## src/rtl/hazard_pkg.sv

```systemverilog
// ============================================================================
// Module      : hazard_pkg
// Description : Shared defaults, forward-select encoding and scoreboard entry
//               type for the hazard scoreboard.
// Revision    : 1.0 - initial release
// ============================================================================
`default_nettype none

package hazard_pkg;

    localparam int DEF_REG_AW = 5;
    localparam int DEF_TW     = 2;
    localparam int DEF_SW     = 2;
    localparam int FWD_RF     = 0;

    typedef struct packed {
        logic                  valid;
        logic [DEF_REG_AW-1:0] dst;
        logic [DEF_TW-1:0]     tnew;
    } sb_entry_t;

    // One pipeline step closer to producing its result, floored at zero.
    function automatic logic [DEF_TW-1:0] tnew_dec(input logic [DEF_TW-1:0] t);
        return (t == '0) ? '0 : t - 1'b1;
    endfunction

endpackage

`default_nettype wire

```

## src/rtl/hazard_match.sv

```systemverilog
// ============================================================================
// Module      : hazard_match
// Description : Priority search over scoreboard entries for one D operand;
//               returns the newest (lowest-index) matching writer.
// Revision    : 1.0 - initial release
// ============================================================================
`default_nettype none

module hazard_match
    import hazard_pkg::*;
#(
    parameter int STAGES = 3,
    parameter int REG_AW = DEF_REG_AW,
    parameter int TW     = DEF_TW,
    parameter int SW     = DEF_SW
) (
    input  logic [STAGES-1:0]        i_valid,
    input  logic [STAGES*REG_AW-1:0] i_dst,
    input  logic [STAGES*TW-1:0]     i_tnew,
    input  logic [REG_AW-1:0]        i_src,
    input  logic                     i_use,
    input  logic                     i_d_valid,
    output logic                     o_hit,
    output logic [SW-1:0]            o_idx,
    output logic [TW-1:0]            o_tnew
);

    always_comb begin
        o_hit  = 1'b0;
        o_idx  = SW'(FWD_RF);
        o_tnew = '0;
        // Walk oldest to newest so the youngest matching writer wins.
        for (int k = STAGES - 1; k >= 0; k--) begin
            if (i_valid[k] && (i_dst[k*REG_AW +: REG_AW] == i_src) &&
                (i_src != '0) && i_use && i_d_valid) begin
                o_hit  = 1'b1;
                o_idx  = SW'(k + 1);
                o_tnew = i_tnew[k*TW +: TW];
            end
        end
    end

endmodule

`default_nettype wire

```

## src/rtl/hazard_scoreboard.sv

```systemverilog
// ============================================================================
// Module      : hazard_scoreboard
// Description : Stall/forward controller tracking in-flight register writers
//               in E..W. Optional stall-cycle counter under HAZARD_STATS_EN.
// Revision    : 1.0 - initial release
// ============================================================================
`default_nettype none

module hazard_scoreboard
    import hazard_pkg::*;
#(
    parameter int STAGES = 3,
    parameter int REG_AW = DEF_REG_AW,
    parameter int TW     = DEF_TW,
    parameter int SW     = DEF_SW
) (
    input  logic              Clk,
    input  logic              Reset,
    input  logic              D_Valid_In,
    input  logic [REG_AW-1:0] D_Rs_In,
    input  logic [REG_AW-1:0] D_Rt_In,
    input  logic              D_Use_Rs_In,
    input  logic              D_Use_Rt_In,
    input  logic [TW-1:0]     D_Tuse_Rs_In,
    input  logic [TW-1:0]     D_Tuse_Rt_In,
    input  logic              D_RegWrite_In,
    input  logic [REG_AW-1:0] D_Dst_In,
    input  logic [TW-1:0]     D_Tnew_In,
    output logic              Stall_Out,
    output logic [SW-1:0]     Fwd_Rs_Sel_Out,
    output logic [SW-1:0]     Fwd_Rt_Sel_Out
`ifdef HAZARD_STATS_EN
    ,
    output logic [31:0]       Stall_Cnt_Out
`endif
);

    sb_entry_t r_sb [STAGES];

    logic [STAGES-1:0]        w_valid;
    logic [STAGES*REG_AW-1:0] w_dst;
    logic [STAGES*TW-1:0]     w_tnew;

    logic              w_rs_hit, w_rt_hit;
    logic [SW-1:0]     w_rs_idx, w_rt_idx;
    logic [TW-1:0]     w_rs_tnew, w_rt_tnew;
    logic              w_stall;

    for (genvar k = 0; k < STAGES; k++) begin : g_flat
        assign w_valid[k]                  = r_sb[k].valid;
        assign w_dst[k*REG_AW +: REG_AW]   = r_sb[k].dst;
        assign w_tnew[k*TW +: TW]          = r_sb[k].tnew;
    end

    hazard_match #(.STAGES(STAGES), .REG_AW(REG_AW), .TW(TW), .SW(SW)) u_match_rs (
        .i_valid   (w_valid),
        .i_dst     (w_dst),
        .i_tnew    (w_tnew),
        .i_src     (D_Rs_In),
        .i_use     (D_Use_Rs_In),
        .i_d_valid (D_Valid_In),
        .o_hit     (w_rs_hit),
        .o_idx     (w_rs_idx),
        .o_tnew    (w_rs_tnew)
    );

    hazard_match #(.STAGES(STAGES), .REG_AW(REG_AW), .TW(TW), .SW(SW)) u_match_rt (
        .i_valid   (w_valid),
        .i_dst     (w_dst),
        .i_tnew    (w_tnew),
        .i_src     (D_Rt_In),
        .i_use     (D_Use_Rt_In),
        .i_d_valid (D_Valid_In),
        .o_hit     (w_rt_hit),
        .o_idx     (w_rt_idx),
        .o_tnew    (w_rt_tnew)
    );

    assign w_stall = (w_rs_hit && (w_rs_tnew > D_Tuse_Rs_In)) ||
                     (w_rt_hit && (w_rt_tnew > D_Tuse_Rt_In));

    assign Stall_Out      = w_stall;
    assign Fwd_Rs_Sel_Out = (!w_stall && w_rs_hit && (w_rs_tnew == '0)) ? w_rs_idx : SW'(FWD_RF);
    assign Fwd_Rt_Sel_Out = (!w_stall && w_rt_hit && (w_rt_tnew == '0)) ? w_rt_idx : SW'(FWD_RF);

    // A stall injects a bubble into E while older writers keep draining.
    always_ff @(posedge Clk) begin
        if (Reset) begin
            for (int k = 0; k < STAGES; k++) begin
                r_sb[k] <= '0;
            end
        end else begin
            for (int k = STAGES - 1; k >= 1; k--) begin
                r_sb[k] <= sb_entry_t'{valid: r_sb[k-1].valid,
                                       dst:   r_sb[k-1].dst,
                                       tnew:  tnew_dec(r_sb[k-1].tnew)};
            end
            if (w_stall) begin
                r_sb[0] <= '0;
            end else begin
                r_sb[0] <= sb_entry_t'{valid: D_Valid_In & D_RegWrite_In & (D_Dst_In != '0),
                                       dst:   D_Dst_In,
                                       tnew:  D_Tnew_In};
            end
        end
    end

`ifdef HAZARD_STATS_EN
    logic [31:0] r_stall_cnt;

    always_ff @(posedge Clk) begin
        if (Reset) begin
            r_stall_cnt <= '0;
        end else if (w_stall && (r_stall_cnt != 32'hFFFF_FFFF)) begin
            r_stall_cnt <= r_stall_cnt + 32'd1;
        end
    end

    assign Stall_Cnt_Out = r_stall_cnt;
`endif

endmodule

`default_nettype wire

```

## config.mk

```make
export PLATFORM = sky130hd
export DESIGN_NAME = hazard_scoreboard
export DESIGN_NICKNAME = d
export VERILOG_FILES = /design/src/rtl/hazard_pkg.sv /design/src/rtl/hazard_match.sv /design/src/rtl/hazard_scoreboard.sv
export SDC_FILE = /design/constraint.sdc
export NUM_CORES = 1
export LEC_CHECK = 0
export CAP_MARGIN = 20
export CORE_ASPECT_RATIO = 0.75
export CORE_UTILIZATION = 25
export CTS_CLUSTER_DIAMETER = 150
export DETAILED_ROUTE_END_ITERATION = 10
export GPL_ROUTABILITY_DRIVEN = 0
export PLACE_DENSITY_LB_ADDON = 0.2
export SLEW_MARGIN = 20
export SYNTH_ARGS = -nofsm -noshare
export SYNTH_HDL_FRONTEND = slang
export SYNTH_SLANG_ARGS = --single-unit
```

## constraint.sdc

```tcl
create_clock -name Clk -period 4.05 [get_ports Clk]
set_input_delay 0.81 -clock Clk [delete_from_list [all_inputs] [get_ports Clk]]
set_output_delay 0.81 -clock Clk [all_outputs]
set_load 0.03 [all_outputs]
```

; ---- Word level (Yosys, flattened, before mapping)
; Memories as Yosys holds them, arrays and structs flattened.
; Index checks and enable logic that the tools add are counted.
[word_totals]
ff_bits = 0
latch_bits = 0
ram_bits = 24
romBits = 0
inputBits = 27
memories = 1
[classes]
n_addsub = 2
mul = 0
n_div = 0
order_cmp = 2
n_eq_ne = 6
shift = 0
n_mux = 35
bitwise = 6
n_reduce_logical = 39
[memory_table]
columns = memory, words, word_bits, rd, rd_clocked_by_memory_dff, write_ports, line_no
row1 = r_sb, 3, 8, 3, 0, 3, hazard_scoreboard.sv:38  ; sb_entry_t r_sb [STAGES];
[ops]
columns = cell, n
row1 = 2-to-1 mux 2 bit, 16
row2 = 2-to-1 mux 8 bit, 4
row3 = == test 5 bit, 6
row4 = logical AND 1 bit, 30
row5 = 2-to-1 mux 1 bit, 15
row6 = nonzero test 5 bit, 3
row7 = zero test 2 bit, 4
row8 = greater-than comparator 2 bit, 2
row9 = OR 1 bit, 4
row10 = "subtractor 2 x 1 -> 2 bit, second input constant", 2
row11 = bitwise AND 1 bit, 2
row12 = zero test 1 bit, 1
row13 = logical OR 1 bit, 1

; ---- Logic depth before layout (Yosys ltp)
; Gate-level depths: netlist (run 1).
[depth]
word_depth = 16
ltp_mapped = 13
ltp_nobuf = 12

; ---- Modules after synthesis
; Synthesis (run 1) repeated with hierarchy kept, for this count alone.
[unflattened]
cells_unflattened = 177
area_unflattened_um2 = 1868.0
[modules_own_cells]
columns = mod, n_inst, cells_per_inst, area_each_um2, seq_area_each_um2
row1 = hazard_scoreboard, 1, 87, 1144.8, 720.7
row2 = hazard_match, 2, 45, 361.6, 0.0

; ---- Worst setup path before layout (run 1)
; No wires, ideal clock.
[synth_timing]
path_type = input -> output
from = input D_Rs_In[0]
to = output Fwd_Rs_Sel_Out[1]
t_arrival_ps = 3431
required_ps = 3240
path_slack_ps = -191
stages = 13
cell_sequence = or4_1 -> o21a_2 -> and3_4 -> buf_6 -> a41o_2 -> o2bb2ai_1 -> inv_1 -> ha_1 -> a21oi_1 -> a21oi_1 -> o31a_1 -> nor2_1 -> and4_1
[synth_between]
elab_chain_len = 15
word_cells_on_any_way = 33
cone_classes = order compare (1) / eq/ne (3) / mux (10) / reduce/logical (19)
[synth_rtl]
columns = element, line_no
row1 = "start, declared", hazard_scoreboard.sv:20  ; input logic [REG_AW-1:0] D_Rs_In,
row2 = == test 5 bit, hazard_match.sv:34  ; if (i_valid[k] && (i_dst[k*REG_AW +: REG_AW] == i_src) &&
row3 = logical AND 1 bit (2 in a row), hazard_match.sv:34
row4 = logical AND 1 bit (2 in a row), hazard_match.sv:35  ; (i_src != '0) && i_use && i_d_valid) begin
row5 = 2-to-1 mux 2 bit (3 in a row), hazard_match.sv:34
row6 = greater-than comparator 2 bit, hazard_scoreboard.sv:79  ; assign w_stall = (w_rs_hit && (w_rs_tnew > D_Tuse_Rs_In)) ||
row7 = logical AND 1 bit, hazard_scoreboard.sv:79
row8 = logical OR 1 bit, hazard_scoreboard.sv:79
row9 = zero test 1 bit, hazard_scoreboard.sv:83  ; assign Fwd_Rs_Sel_Out = (!w_stall && w_rs_hit && (w_rs_tnew == '0)) ? w_rs_idx : SW'(FWD_RF);
row10 = logical AND 1 bit (2 in a row), hazard_scoreboard.sv:83
row11 = 2-to-1 mux 2 bit (*), hazard_scoreboard.sv:83
row12 = "end, declared", hazard_scoreboard.sv:30  ; output logic [SW-1:0] Fwd_Rs_Sel_Out,
; Mark *: on every way between the ends. The rest lies on a longest branch, timed or not.

; ---- Worst setup path after layout (run 1)
[layout_timing]
from = input D_Rt_In[2]
to = output Fwd_Rs_Sel_Out[1]
[layout_between]
elab_chain_len = 15
word_cells_on_any_way = 29
cone_classes = order compare (1) / eq/ne (3) / mux (7) / reduce/logical (18)
[layout_rtl]
columns = element, line_no
row1 = "start, declared", hazard_scoreboard.sv:21  ; input logic [REG_AW-1:0] D_Rt_In,
row2 = == test 5 bit, hazard_match.sv:34
row3 = logical AND 1 bit (2 in a row), hazard_match.sv:34
row4 = logical AND 1 bit (2 in a row), hazard_match.sv:35
row5 = 2-to-1 mux 2 bit (3 in a row), hazard_match.sv:34
row6 = greater-than comparator 2 bit, hazard_scoreboard.sv:80  ; (w_rt_hit && (w_rt_tnew > D_Tuse_Rt_In));
row7 = logical AND 1 bit (*), hazard_scoreboard.sv:80
row8 = logical OR 1 bit (*), hazard_scoreboard.sv:79
row9 = zero test 1 bit (*), hazard_scoreboard.sv:83
row10 = logical AND 1 bit (*) (2 in a row), hazard_scoreboard.sv:83
row11 = 2-to-1 mux 2 bit (*), hazard_scoreboard.sv:83
; Marked as above.

==> impl_summary.md, run 1 <==
Timing
The count of final hold-check violations is 0. After layout, the worst path uses 102% of the clock period. The fmax is 243 MHz. Setup repair after global routing could not meet its margin everywhere.

Setup violations remaining at the end of the flow were counted as 5. Once routing completed, OpenROAD measured the worst setup slack at -0.0645 ns. The clock period minus worst slack is slightly above 4 ns. The clock arrives with 0.00201 ns of skew. The total count of max-transition violations in the final report is 0.

Global route
The pin count of the biggest net entering global routing is 18. The initial antenna violation count is 0. For this run, global-route usage on met2 was measured as 21.0%. For this run, the total global-route usage over all layers was measured as 13.3%. The met1 track demand over resource is 18.9%. The first global-routing pass estimated about 7400 um of wire. The global routing stage identified its most utilized layer as met2.

The number of global-route vias before repair came to 1509. The met3 usage is between 2 and 3%. The total overflow left after global routing is 0.

Place
The HPWL after detailed placement is 3540 um. The placement-stage worst setup slack is -0.583 ns. In this run the tool buffered the top-level ports with 31 buffer cells. The cell count after placement is 337.

Detailed routing
The total number of vias is 1575. For this run, the detailed router's first-pass iteration total came to 4. The number of antenna-violating nets in the routed design is 0. After detailed routing, the number of remaining DRC violations is 0. The detailed router finished its first iteration with 94 violations. For this block, the routed nets add up to 4720 um of wire. Dividing the detail-routed via count by the number of cells gives 4.49. The average wire per cell in the routed design is ~13 um.

Clocking
The clock latency at the later pin of the worst-skew pair is 0.27 ns. The library cell used as clock root buffer is sky130_fd_sc_hd__clkbuf_8. In this run the deepest clock path goes through 2 buffers. The clock tree from TritonCTS is built. The number of buffers inserted during clock tree synthesis is 3. Clock-pin slew was measured on the worst setup and hold paths at ~0.09 ns. CTS built an H-tree with a depth of 1.

The CTS sink count is 24.

Logic synthesis
The biggest area contributor in the post-synthesis netlist is sky130_fd_sc_hd__edfxtp_1. Ranked by instance count, the synthesized netlist is headed by 24 x sky130_fd_sc_hd__edfxtp_1, 18 x sky130_fd_sc_hd__xnor2_1, 12 x sky130_fd_sc_hd__nor2b_1, 12 x sky130_fd_sc_hd__xor2_1, 11 x sky130_fd_sc_hd__inv_1. The synthesized area per cell is roughly 10 um^2. The async set or reset register ratio after synthesis is 0%. The dominant synthesized flop cell is sky130_fd_sc_hd__edfxtp_1.

The number of synthesized flops with an enable pin is 24. During synthesis, Yosys emitted a total of 0 warnings. The most common cell in the netlist is sky130_fd_sc_hd__edfxtp_1.

Yosys mapped the design onto 36 distinct sky130hd cell types. Summed over its instances, the top area cell type makes up 42.4% of the synthesized netlist area. Synthesis handed over a netlist of 164 instances.

After synthesis, the cell types taking the most area are sky130_fd_sc_hd__edfxtp_1 42%, sky130_fd_sc_hd__xnor2_1 9.3%, sky130_fd_sc_hd__xor2_1 6.2%, sky130_fd_sc_hd__ha_1 4.4%, sky130_fd_sc_hd__nor2b_1 4.4%. The count of state elements after synthesis is 24. The sequential share of the synthesized area is a little over two fifths. The area of the mapped netlist is around 0.0017 mm^2.

Floorplanning
The die boundary width is 97.2 um. The effective utilization at floorplan is 26.3%. The die outline area is slightly above 0.007 mm^2. During I/O placement, the number of pins put on the boundary was 32. From bottom edge to top edge, the die measures approximately 73 um.

The initialized floorplan defines 25 standard-cell rows. The total area inside the core boundary comes to 0.00644 mm^2.

Critical path
The critical setup path kind is input pin to output port. The critical path endpoint category is an output port. Broken down by cell family, the worst path's largest delay share belongs to simple AND/OR/NAND/NOR gates.

STA puts the critical path data required time at around 3.2 ns. The worst setup slack for register-to-register paths is 0.75 ns. The worst register-to-register path ends at r_sb[0][7]. The startpoint type of the worst setup path is an input pin.

The data arrival time of the critical path is between 3 and 4 ns. The length in cells of the worst reg-to-reg path is 16. The number of buffer and inverter instances along the worst setup path is 5. The cell type of the slowest stage on the worst timing path is sky130_fd_sc_hd__or3_4. The biggest fanout along the worst timing path is 5.

The origin of the critical flop-to-flop path is r_sb[0][12]. The largest incremental delay on the critical path is between 0.4 and 0.5 ns. Traced cell by cell, the critical path runs through clkdlybuf4s15_1 > buf_6 > xnor2_2 > nand3_1 > or3_4 > buf_4 > a211o_1 > nand2_1 > ha_1 > inv_1 > a21oi_2 > a21oi_2 > o31a_2 > nor2_4 > and4_4 > buf_6.

Cells and area
The post-route non-filler standard cell count is 351. The share of cells above drive strength 1 is between 40% and 50%. The flip-flop count of the largest register, all copies and words added is 24. From synthesis to final layout, the design area changed by 66.9%. In the final layout, the registers with the most flip-flops are r_sb x24. The post-layout net count is 304. 0 antenna diodes ended up in the layout. The register bank with the most flops is r_sb. At the end of the flow the core is filled with cells to 44.0%.

Pwr
In this run the power density over the cells is 232 mW/mm^2. The analysis attributes to cell leakage a power of 1.18 nW. The peak ir drop on the vdd network is roughly 0.11 mV.

Min path
In this run the most critical hold path is launched from r_sb[0][0]. The hold-critical path endpoint is r_sb[0][8]. The class of the tightest hold or removal check is register to register. The count of cells along the worst hold path is 1.

Run status
The final reports fail on setup timing. The run finished, with violations left.

Run
The max-capacitance violation count is 0.
## timing repair
item,4_1_cts,5_1_grt
hold buffers,0,0
endpoints found under the setup margin,5,5
resized for setup,44,35
pin swaps,17,27
setup buffers,3,7
## per-layer routing
layer / wire length, um / part of all wire (%) / vias up
li1: - / - / 785
met1: 2330 / 49 / 745
met2: 2080 / 44 / 41
met3: 269 / 5.7 / 4
met4: 38 / 0.81 / 0
met5: 0 / 0 / -
## how the worst max path moves through the flow
stage	startpoint	endpoint	slack (ns)	cells after the start
final	D_Rt_In[2]	Fwd_Rs_Sel_Out[1]	-0.06	16
after global routing	D_Rt_In[2]	Fwd_Rs_Sel_Out[1]	-0.22	16
after CTS	D_Rs_In[3]	Fwd_Rs_Sel_Out[1]	-0.14	14
after detailed placement	D_Rs_In[0]	Fwd_Rs_Sel_Out[1]	-0.58	14
after global placement	D_Rs_In[0]	Fwd_Rs_Sel_Out[1]	-0.55	14
after floorplan	D_Rs_In[0]	Fwd_Rs_Sel_Out[0]	-0.04	13
## stage by stage
step	hold slack (ns)	setup TNS, ns	instance area [um^2]	total power, mW
5_1_grt	0.596	-0.911	2830	0.687
4_1_cts	0.571	-0.578	2670	0.650
3_5_place_dp	0.559	-2.79	2480	0.431
2_1_floorplan	0.538	-0.108	1800	0.361
6_report	0.567	-0.275	2830	0.656
3_3_place_gp	0.549	-2.59	2480	0.430
## placed cells by master, fill, tap and decap left out, types with 4 or more instances in the layout
master                            instances
sky130_fd_sc_hd__a21oi_1                  5
sky130_fd_sc_hd__nand4_1                  4
sky130_fd_sc_hd__ha_1                     4
sky130_fd_sc_hd__inv_1                    9
sky130_fd_sc_hd__buf_6                   13
sky130_fd_sc_hd__and3_4                   4
sky130_fd_sc_hd__conb_1                  24
sky130_fd_sc_hd__edfxtp_1                24
sky130_fd_sc_hd__nor3_1                   7
sky130_fd_sc_hd__and2_2                   7
sky130_fd_sc_hd__xnor2_1                 16
sky130_fd_sc_hd__nor2_1                   4
sky130_fd_sc_hd__nor2b_1                 12
sky130_fd_sc_hd__xor2_1                  10
sky130_fd_sc_hd__nand3_1                  4
sky130_fd_sc_hd__clkdlybuf4s50_1         14
sky130_fd_sc_hd__buf_4                   44
## logic make-up (layout without fill, tap and decap cells)
kind of cell / Yosys count / count (layout) / synth area share, %
other: 1 / 24 / 0.221
flip-flops: 24 / 24 / 42.4
XOR/XNOR: 30 / 30 / 15.5
AND/OR/NAND/NOR: 68 / 68 / 24.5
AO/OA/AOI/OAI: 22 / 22 / 9.58
adder cells (fa/ha/maj): 6 / 6 / 4.42
buffers and inverters: 13 / 96 / 3.32
## where the power goes
part / total [mW] / leakage [nW] / internal [mW] / switching (mW)
Combinational: 0.137 / 0.902 / 0.0773 / 0.0593
Sequential: 0.307 / 0.245 / 0.291 / 0.0159
Clock: 0.212 / 0.0357 / 0.132 / 0.0801
Total: 0.656 / 1.18 / 0.501 / 0.155
## layout make-up
type                    instances  area (um^2)
inverters                      11         41.3
repair buffers                 81          696
multi-input cells             150         1200
clock buffers                   3         41.3
clock inverters                 1         30.0
flip-flops and latches         24          721
well taps                      81          101
fillers                       631         3610
Power figures use the tool's default switching activity.
==> inputs of run 2 (changes only) <==
- PLACE_DENSITY: default -> 0.54
- PLACE_DENSITY_LB_ADDON: 0.2 -> default
- SLEW_MARGIN: 20 -> default
==> run 2 against run 1 <==
The run still ends with setup timing left. Wire length shrank 4.5%. Non-clock buffer count fell by 3. Highest routed layer unchanged. Final area decreased by 1.6%. Sequential power hardly changed.
==> impl_summary.md, run 2 (synthesized netlist as in run 1, its figures left out) <==
Run status
The run finished, with violations left. The checks that failed: setup timing.

Detailed routing
The count of nets left with antenna violations once routing finished came out at 0. The average wire per cell in the routed design is 13.0 um. The first-pass detailed-route iteration total is 4. The number of DRC markers after the initial detailed-route iteration is 65. The total wire length after detailed routing is 4510 um.

In the routed layout, each cell is associated on average with a via count of 4.41. The remaining design rule violation count is 0. The total number of vias is 1534.

Cells and area
The flip-flop count of the largest register, all copies and words added is 24. The area added between synthesis and finish is 64.2%. The count of filler cells inserted in the layout is 634. More flip-flops sit in one register than any other, and that register is r_sb. The largest registers in the layout are r_sb x24. The post-layout net count is 301. The most common cell after layout, fill and taps aside is sky130_fd_sc_hd__buf_4. Cells with a size suffix above 1 make up 40.1% of the layout. The number of antenna diodes is 0. The top cell types in the final layout, fill and taps aside, are 43 x sky130_fd_sc_hd__buf_4, 24 x sky130_fd_sc_hd__edfxtp_1, 24 x sky130_fd_sc_hd__conb_1.

Floorplanning
The effective utilization at floorplan is about a quarter. The die outline area is about 0.007 mm^2. The floorplan step set the die width to 97.2 um. After floorplanning, the core was sized to cover 0.00644 mm^2. The floorplan has 25 rows. Pin placement for this block handled 32 I/O pins. The die boundary height is 73.4 um.

Clocking
The cts-stage hold buffer count is 0. The CTS sink count is 24. The maximum clock path buffer count is 2. The H-tree depth is 1. TritonCTS built the clock tree. The library cell used as clock root buffer is sky130_fd_sc_hd__clkbuf_8. The number of buffers inserted during clock tree synthesis is 3. After clock tree synthesis, the clock-pin slew on the worst setup and hold paths is 0.09 ns.

The clock latency at the later pin of the worst-skew pair is 0.27 ns.

Critical path
STA classifies the critical path startpoint as an input pin. The worst setup slack for register-to-register paths is around 0.90 ns. The data required time at the worst endpoint is between 3 and 4 ns. The biggest fanout along the worst timing path is 5.

The worst setup path is captured at an output port. Data arrives at the worst endpoint at around 3.3 ns. The worst setup path is of the input pin to output port kind.

Global route
The first-pass GRT wire length is between 7000 and 8000 um. Global routing finished with a remaining overflow of 0. The initial antenna violation count is 0. The number of global-route vias before repair is 1480. Across every metal layer, demand over resource in global routing totals 13.1%. Entering global routing, the biggest net connects 18 pins.

Pwr
In this run switching power makes up between 20% and 30% of total power. IR analysis of the VDD net gives a maximum drop of 0.139 mV. Cell internal power was estimated by the tool at 0.498 mW. The switching power is 0.154 mW. The sum of internal, switching and leakage power is 0.652 mW. The clock network accounts for 32.6% of the total power. The power per unit of standard cell area is 234 mW/mm^2. Per report_power, the sequential group accounts for 47.1% of the total. The static leakage power is ~1.1 nW. In this run, the combinational gates consume 20.3% of the power.

Timing
The total count of max-transition violations in the final report is 0. After layout, the worst path uses 101% of the clock period. In this run the tightest slew margin relative to its limit is 53.8%.

Setup slack on the critical path of the routed design comes to -0.0510 ns. Setup repair after global routing could not meet its margin everywhere. Clock skew on the completed layout was measured at 0.00316 ns. The fmax is 244 MHz.

The clock period minus worst slack is ~4.1 ns. The final setup violation count is 5. At the pin with the least slew margin, the transition time is around 0.7 ns. The count of final hold-check violations is 0.

Place
During placement, the flow inserted port buffers numbering 31. The estimated wirelength of the detail-placed design is about 3600 um. The placement-stage worst setup slack is -0.560 ns.

Min path
The tightest min-delay check is of the register to register type.

Run
Max-cap violations in this run came to 0.
run 2: changes by cell type in the layout (fill, tap and decap cells not counted), sizes merged:
cell           change
buf                -4
clkdlybuf4s50      +1
dlygate4sd2        +1
clkdlybuf4s15      +1
dlymetal6s2s       -2
run 2: area by class of cell:
class | count | area (um^2) | area share [%]
Multi-Input combinational cell | 150 | 1190 | 42.9
Inverter | 11 | 41.3 | 1.48
Tap cell | 81 | 101 | 3.64
Sequential cell | 24 | 721 | 25.9
Clock inverter | 1 | 30.0 | 1.08
Timing Repair Buffer | 78 | 658 | 23.6
Clock buffer | 3 | 41.3 | 1.48
run 2: worst max-delay path, cell delays in order:
cell                        delay [ns]
sky130_fd_sc_hd__buf_6            0.09
sky130_fd_sc_hd__or4_4            0.52
sky130_fd_sc_hd__o21a_4           0.22
sky130_fd_sc_hd__buf_4            0.15
sky130_fd_sc_hd__a41o_4           0.25
sky130_fd_sc_hd__o2bb2ai_4        0.13
sky130_fd_sc_hd__inv_2            0.06
sky130_fd_sc_hd__ha_4             0.24
sky130_fd_sc_hd__a21oi_2          0.13
sky130_fd_sc_hd__a21oi_2          0.04
sky130_fd_sc_hd__o31a_1           0.15
sky130_fd_sc_hd__nor2_4           0.14
sky130_fd_sc_hd__and4_4           0.23
sky130_fd_sc_hd__buf_6            0.12
run 2: power groups by stage:
| stage | clock network (mW) | registers, mW | logic [mW] |
|---|---|---|---|
| 2_1_floorplan | 0 | 0.306 | 0.0553 |
| 3_3_place_gp | 0 | 0.311 | 0.116 |
| 3_5_place_dp | 0 | 0.312 | 0.118 |
| 4_1_cts | 0.218 | 0.307 | 0.124 |
| 5_1_grt | 0.227 | 0.309 | 0.146 |
| 6_report | 0.212 | 0.307 | 0.132 |
run 2: worst paths after layout:
kind,start,to,depth (start not counted)
setup / recovery,D_Rs_In[3],Fwd_Rs_Sel_Out[1],14
hold / removal,r_sb[0][8],r_sb[0][16],1
hold reg to reg,r_sb[0][8],r_sb[0][16],1
setup reg to reg,r_sb[0][12],r_sb[0][7],15
run 2: metal layers:
metal | up-vias | share of wire, % | GRT usage [%] | routed length (um)
met5 | - | 0 | 0 | 0
li1 | 783 | - | - | -
met1 | 719 | 52 | 18.4 | 2350
met2 | 28 | 44 | 21.4 | 1960
met4 | 0 | 0.51 | 1.99 | 23
met3 | 4 | 3.8 | 2.57 | 170
run 2: what timing repair did:
| action | CTS | global route |
|---|---|---|
| pin swaps | 18 | 21 |
| resized for setup | 51 | 23 |
| setup endpoints to repair | 5 | 5 |
| buffers inserted | 8 | 1 |
run 2: per-stage QoR:
step	utilization [%]	instance area [um^2]	TNS, ns	std cells	hold WS [ns]
finish	43.3	2790	-0.123	348	0.577
CTS	42.1	2710	-0.341	347	0.579
global placement	38.3	2470	-2.54	335	0.552
global route	43.3	2790	-0.827	348	0.593
floorplan	-	1800	-0.108	187	0.538
detailed placement	38.3	2470	-2.69	335	0.565
==> inputs of run 3 (changes only) <==
- CAP_MARGIN: 20 -> default
==> results of run 3 <==
No change in the layout: final DEF, timing and power equal those of run 2.
